**config.mk**
```make
export PLATFORM = sky130hd
export DESIGN_NAME = approx_mul_acc
export DESIGN_NICKNAME = d
export VERILOG_FILES = /design/src/rtl/approx_mul_acc.sv
export SDC_FILE = /design/constraint.sdc
export NUM_CORES = 1
export LEC_CHECK = 0
export ABC_AREA = 1
export CAP_MARGIN = 20
export CORE_MARGIN = 4
export CORE_UTILIZATION = 55
export DETAILED_ROUTE_END_ITERATION = 16
export PLACE_DENSITY = 0.82
export RECOVER_POWER = 100
export SETUP_SLACK_MARGIN = 0.3
export SLEW_MARGIN = 20
export SYNTH_ARGS = -nofsm -noshare
export SYNTH_HDL_FRONTEND = slang
export SYNTH_SLANG_ARGS = --single-unit
```
**constraint.sdc**
```tcl
create_clock -name clk_i -period 3 [get_ports clk_i]
set_clock_uncertainty 0.1 [all_clocks]
set_input_delay 0.3 -clock clk_i [delete_from_list [all_inputs] [get_ports clk_i]]
set_output_delay 0.3 -clock clk_i [all_outputs]
set_load 0.02 [all_outputs]
```
**src/rtl/approx_mul_acc.sv**
```systemverilog
// Saturating accumulator for the approx_mul product stream.
// A run sums a programmed number of 32-bit products into an ACC_W-bit register
// that clamps at all-ones, then offers the sum over a valid/ready handshake.
module approx_mul_acc #(
  parameter int unsigned ACC_W = 40,
  parameter int unsigned LEN_W = 8
) (
  input  logic             clk_i,
  input  logic             rst_ni,
  input  logic             start_i,
  input  logic [LEN_W-1:0] len_i,
  input  logic             prod_valid_i,
  input  logic [31:0]      prod_in_i,
  output logic             prod_ready_o,
  output logic [ACC_W-1:0] acc_out_o,
  output logic             acc_valid_o,
  input  logic             acc_ready_i,
  output logic             busy_o,
  output logic             ovf_o
);

  typedef enum logic [1:0] {StIdle = 2'd0, StAcc = 2'd1, StDone = 2'd2} state_e;

  state_e           state_q;
  logic [ACC_W-1:0] acc_q;
  logic [LEN_W-1:0] cnt_q;
  logic             ovf_q;

  // One guard bit above the accumulator catches the carry that signals saturation.
  logic [ACC_W:0]   sum;
  logic [ACC_W-1:0] acc_add;
  logic             sat;

  // Widened add of the current product and its clamped result.
  always_comb begin
    sum     = {1'b0, acc_q} + {{(ACC_W + 1 - 32){1'b0}}, prod_in_i};
    sat     = sum[ACC_W];
    acc_add = sat ? {ACC_W{1'b1}} : sum[ACC_W-1:0];
  end

  // Run control FSM together with the accumulator, product counter and sticky overflow.
  always_ff @(posedge clk_i or negedge rst_ni) begin
    if (!rst_ni) begin
      state_q <= StIdle;
      acc_q   <= '0;
      cnt_q   <= '0;
      ovf_q   <= 1'b0;
    end else begin
      case (state_q)
        StIdle: begin
          if (start_i) begin
            acc_q   <= '0;
            ovf_q   <= 1'b0;
            cnt_q   <= len_i;
            // An empty run has nothing to wait for; its sum of zero is ready at once.
            state_q <= (len_i == '0) ? StDone : StAcc;
          end
        end
        StAcc: begin
          if (prod_valid_i) begin
            acc_q <= acc_add;
            if (sat) ovf_q <= 1'b1;
            cnt_q <= cnt_q - LEN_W'(1);
            if (cnt_q == LEN_W'(1)) state_q <= StDone;
          end
        end
        StDone: begin
          if (acc_ready_i) state_q <= StIdle;
        end
        default: state_q <= StIdle;
      endcase
    end
  end

  // Handshake and status outputs decode straight from the registered state.
  always_comb begin
    prod_ready_o = (state_q == StAcc);
    acc_valid_o  = (state_q == StDone);
    busy_o       = (state_q == StAcc) || (state_q == StDone);
    acc_out_o    = acc_q;
    ovf_o        = ovf_q;
  end

endmodule
```
==> metrics.log <==
[metrics] Max Cap Viol: 0
[metrics] first-pass GRT wire length: 25.7 mm
[metrics] routed len/inst: 13.9 µm
[metrics] area added between synthesis and finish: 21.3%
[metrics] Most used DFF post-synth: sky130_fd_sc_hd__dfrtp_1
[metrics] clock root buffer: sky130_fd_sc_hd__clkbuf_8
[metrics] antenna viol nets, final: 0
[metrics] maximum number of pins on one net before global-route repair: 38
[metrics] kind of capture point of the worst setup path: flip-flop
[metrics] biggest area consumer among synthesized cells: sky130_fd_sc_hd__nand2_1
[metrics] leading cell type in the layout, fill and taps excluded: sky130_fd_sc_hd__nand2_1
[metrics] maximum root-to-sink buffer count: 2
[metrics] run status: finished clean
[metrics] number of global-route vias before repair: 5448
[metrics] RSZ-0062 raised after global routing: false
[metrics] clock buffers created by TritonCTS: 5
[metrics] number of remaining DRC errors: 0
[metrics] count of antenna diodes in the layout: 0
[metrics] total die area: 0.0112 mm²
[metrics] final number of setup-violating endpoints: 0
[metrics] Avg Cell Area, Syn: 5.97 µm²
[metrics] Syn Nets: 964
[metrics] hold violation count in the final report: 0
[metrics] clock latency reported for the late side of the worst-skew pair: 0.31 ns
[metrics] last weighted congestion value of the routability-driven placer: 1.09
[metrics] gate count of the mapped netlist: 881
[metrics] final std cell area, no fill: 0.00637 mm²
[metrics] transition at the pin with the smallest max-transition slack: 1.34 ns
[metrics] crit path DAT: 2.72 ns
[metrics] Pins Over Slew Limit: 0
[metrics] sequential element share of the synthesized area: 0.243
[metrics] peak supply drop: 0.000683 V
[metrics] worst min path class: reg2reg
[metrics] count of nets after finishing: 1054
[metrics] CP max FO: 7
[metrics] clk sink count: 51
[metrics] HPWL after detailed placement: 12.4 mm
[metrics] ranking of synthesized cells by area: sky130_fd_sc_hd__nand2_1, sky130_fd_sc_hd__dfrtp_1, sky130_fd_sc_hd__inv_1
[metrics] number of distinct library cells after synthesis: 42
[metrics] Buffers on Ports: 88
[metrics] number of top-level pins: 89
[metrics] period utilisation layout: 0.870
[metrics] total setup buffers inserted after CTS: 0
[metrics] static leakage: 3.59 nW
[metrics] total number of placement rows: 35
[metrics] count of yosys warnings during synthesis: 0
[metrics] Initial Util: 0.566
[metrics] H-Tree Level Count: 2
[metrics] FMAX: 0.383 GHz
[metrics] Post-DP Area: 0.00627 mm²
[metrics] Die Y-Extent: 106 µm
[metrics] drt via density: 5.14
[metrics] share of the core filled with cells in the final layout: 0.687
[metrics] final routed wirelength across all metal layers: 15.3 mm
[metrics] async set-reset flop share out of synthesis: 1.00
[metrics] GRT Residual Overflow: 0
[metrics] setup TNS: 0 ns
[metrics] Initial DRC Count: 344
[metrics] number of enable flip-flop cells after synthesis: 0
[metrics] width of the die: 106 µm
[metrics] most frequent cells in the layout: sky130_fd_sc_hd__nand2_1, sky130_fd_sc_hd__inv_1, sky130_fd_sc_hd__nor2_1, sky130_fd_sc_hd__nand3_1, sky130_fd_sc_hd__dfrtp_1
[metrics] path type of the worst setup path: reg2reg
[metrics] antenna violations before repair: 0
[metrics] total of fill cells in the finished design: 930
[metrics] startpoint kind of the worst setup timing path: flip-flop
[metrics] Worst-path clk slew: 0.10 ns
[metrics] area of the core region: 0.00928 mm²
[metrics] Cells on Worst Hold Path: 2
[metrics] mapped cell area: 0.00526 mm²
[metrics] total power density per cell area: 756 mW/mm²
[metrics] via count of the routed design: 5655
[metrics] fraction of final layout cells with drive strength greater than 1: 0.0340
[metrics] Yosys reg bits: 51
[metrics] TritonCTS clock tree: built
[metrics] Max transition margin: 0.105
[metrics] Synth top area share: 0.276
[metrics] critical path required time: 3.11 ns
[metrics] number of search-and-repair iterations in the first detailed-routing pass: 5
[metrics] total routing usage reported by global routing: 0.280
[metrics] depth of the most critical reg-to-reg path: 13
[metrics] final critical path time including I/O delays and setup: 2.61 ns
cell families (layout without fill, tap and decap cells):
logic type,Yosys count,after routing,share of synthesized area
simple gates,554,555,0.443
buf+inv,148,238,0.111
compound gates,68,68,0.0743
flops,51,51,0.243
fa+ha+maj,38,38,0.0919
xor+xnor,22,22,0.0367
cells in the mapped netlist, types with 4 or more instances:
cell type,number
sky130_fd_sc_hd__a21oi_1,31
sky130_fd_sc_hd__buf_2,5
sky130_fd_sc_hd__clkbuf_1,6
sky130_fd_sc_hd__dfrtp_1,51
sky130_fd_sc_hd__ha_1,37
sky130_fd_sc_hd__inv_1,129
sky130_fd_sc_hd__inv_2,4
sky130_fd_sc_hd__nand2_1,387
sky130_fd_sc_hd__nand3_1,53
sky130_fd_sc_hd__nand3_2,10
sky130_fd_sc_hd__nor2_1,70
sky130_fd_sc_hd__nor3_1,7
sky130_fd_sc_hd__nor4_1,5
sky130_fd_sc_hd__o21ai_0,14
sky130_fd_sc_hd__o21ai_1,6
sky130_fd_sc_hd__or2_2,4
sky130_fd_sc_hd__xnor2_1,20
per-stage QoR:
step | hold WS [ns] | instances | power [mW] | setup WS, ns
6_report | 0.411 | 1101 | 4.82 | 0.391
5_1_grt | 0.434 | 1101 | 5.30 | 0.188
4_1_cts | 0.413 | 1100 | 4.92 | 0.463
3_5_place_dp | 0.216 | 1091 | 4.31 | 0.159
3_3_place_gp | 0.207 | 1091 | 4.26 | 0.176
2_1_floorplan | -0.0956 | 881 | 3.33 | 0.669
metal layers:
layer	GRT usage	vias up	wire, µm
li1	-	2905	-
met3	0.0435	31	955
met1	0.388	2522	7250
met5	0	-	0
met2	0.458	197	6830
met4	0.0675	0	286
worst max-delay path, stage by stage, from the launching register on:
cell and delay, ns:
sky130_fd_sc_hd__dfrtp_1 0.42, sky130_fd_sc_hd__ha_1 0.24, sky130_fd_sc_hd__fa_1 0.44, sky130_fd_sc_hd__nand2_1 0.12, sky130_fd_sc_hd__nand3_1 0.08, sky130_fd_sc_hd__nand3_1 0.07
sky130_fd_sc_hd__nand2_1 0.12, sky130_fd_sc_hd__nand2_1 0.13, sky130_fd_sc_hd__nand2_4 0.08, sky130_fd_sc_hd__nand3_1 0.13, sky130_fd_sc_hd__nand2_4 0.14, sky130_fd_sc_hd__or2_2 0.31
sky130_fd_sc_hd__nand3_1 0.08, sky130_fd_sc_hd__nand2_1 0.05
cell type report:
| type | count | area [µm²] | area share |
|---|---|---|---|
| timing repair buffer | 97 | 942 | 0.148 |
| inverter | 133 | 499 | 0.0783 |
| clock buffer | 6 | 72.6 | 0.0114 |
| sequential | 51 | 1280 | 0.200 |
| tap | 129 | 161 | 0.0253 |
| multi-input combinational | 683 | 3360 | 0.528 |
| clock inverter | 2 | 60.1 | 0.00942 |
final timing paths:
path | slack [ns] | end | start
setup / recovery | 0.39 | acc_out_o[32] | acc_out_o[0]
hold / removal | 0.41 | acc_out_o[21] | acc_out_o[21]
setup reg to reg | 0.39 | acc_out_o[32] | acc_out_o[0]
hold reg to reg | 0.41 | acc_out_o[21] | acc_out_o[21]
max in group asynchronous | 0.71 | acc_out_o[32] | rst_ni
min in group asynchronous | 0.70 | acc_out_o[11] | rst_ni
sequential cells by signal, summed over array words and instances, names as in the netlist:
register,count
acc_out_o,40
cnt_q,8
ovf_o,1
state_q,2
report_power, final:
part	switching [mW]	total, mW	leakage [nW]	internal (mW)
logic	2.01	3.17	2.85	1.16
registers	0.165	1.07	0.670	0.902
clock network	0.248	0.581	0.0654	0.334
total	2.42	4.82	3.59	2.40
what timing repair did:
item / 4_1_cts / 5_1_grt
gates resized for setup: 0 / 1
hold buffers: 1 / 0
hold endpoints to repair: 23 / 0
setup endpoints to repair: 0 / 28
Note: power is estimated with default switching activity, not from simulation.
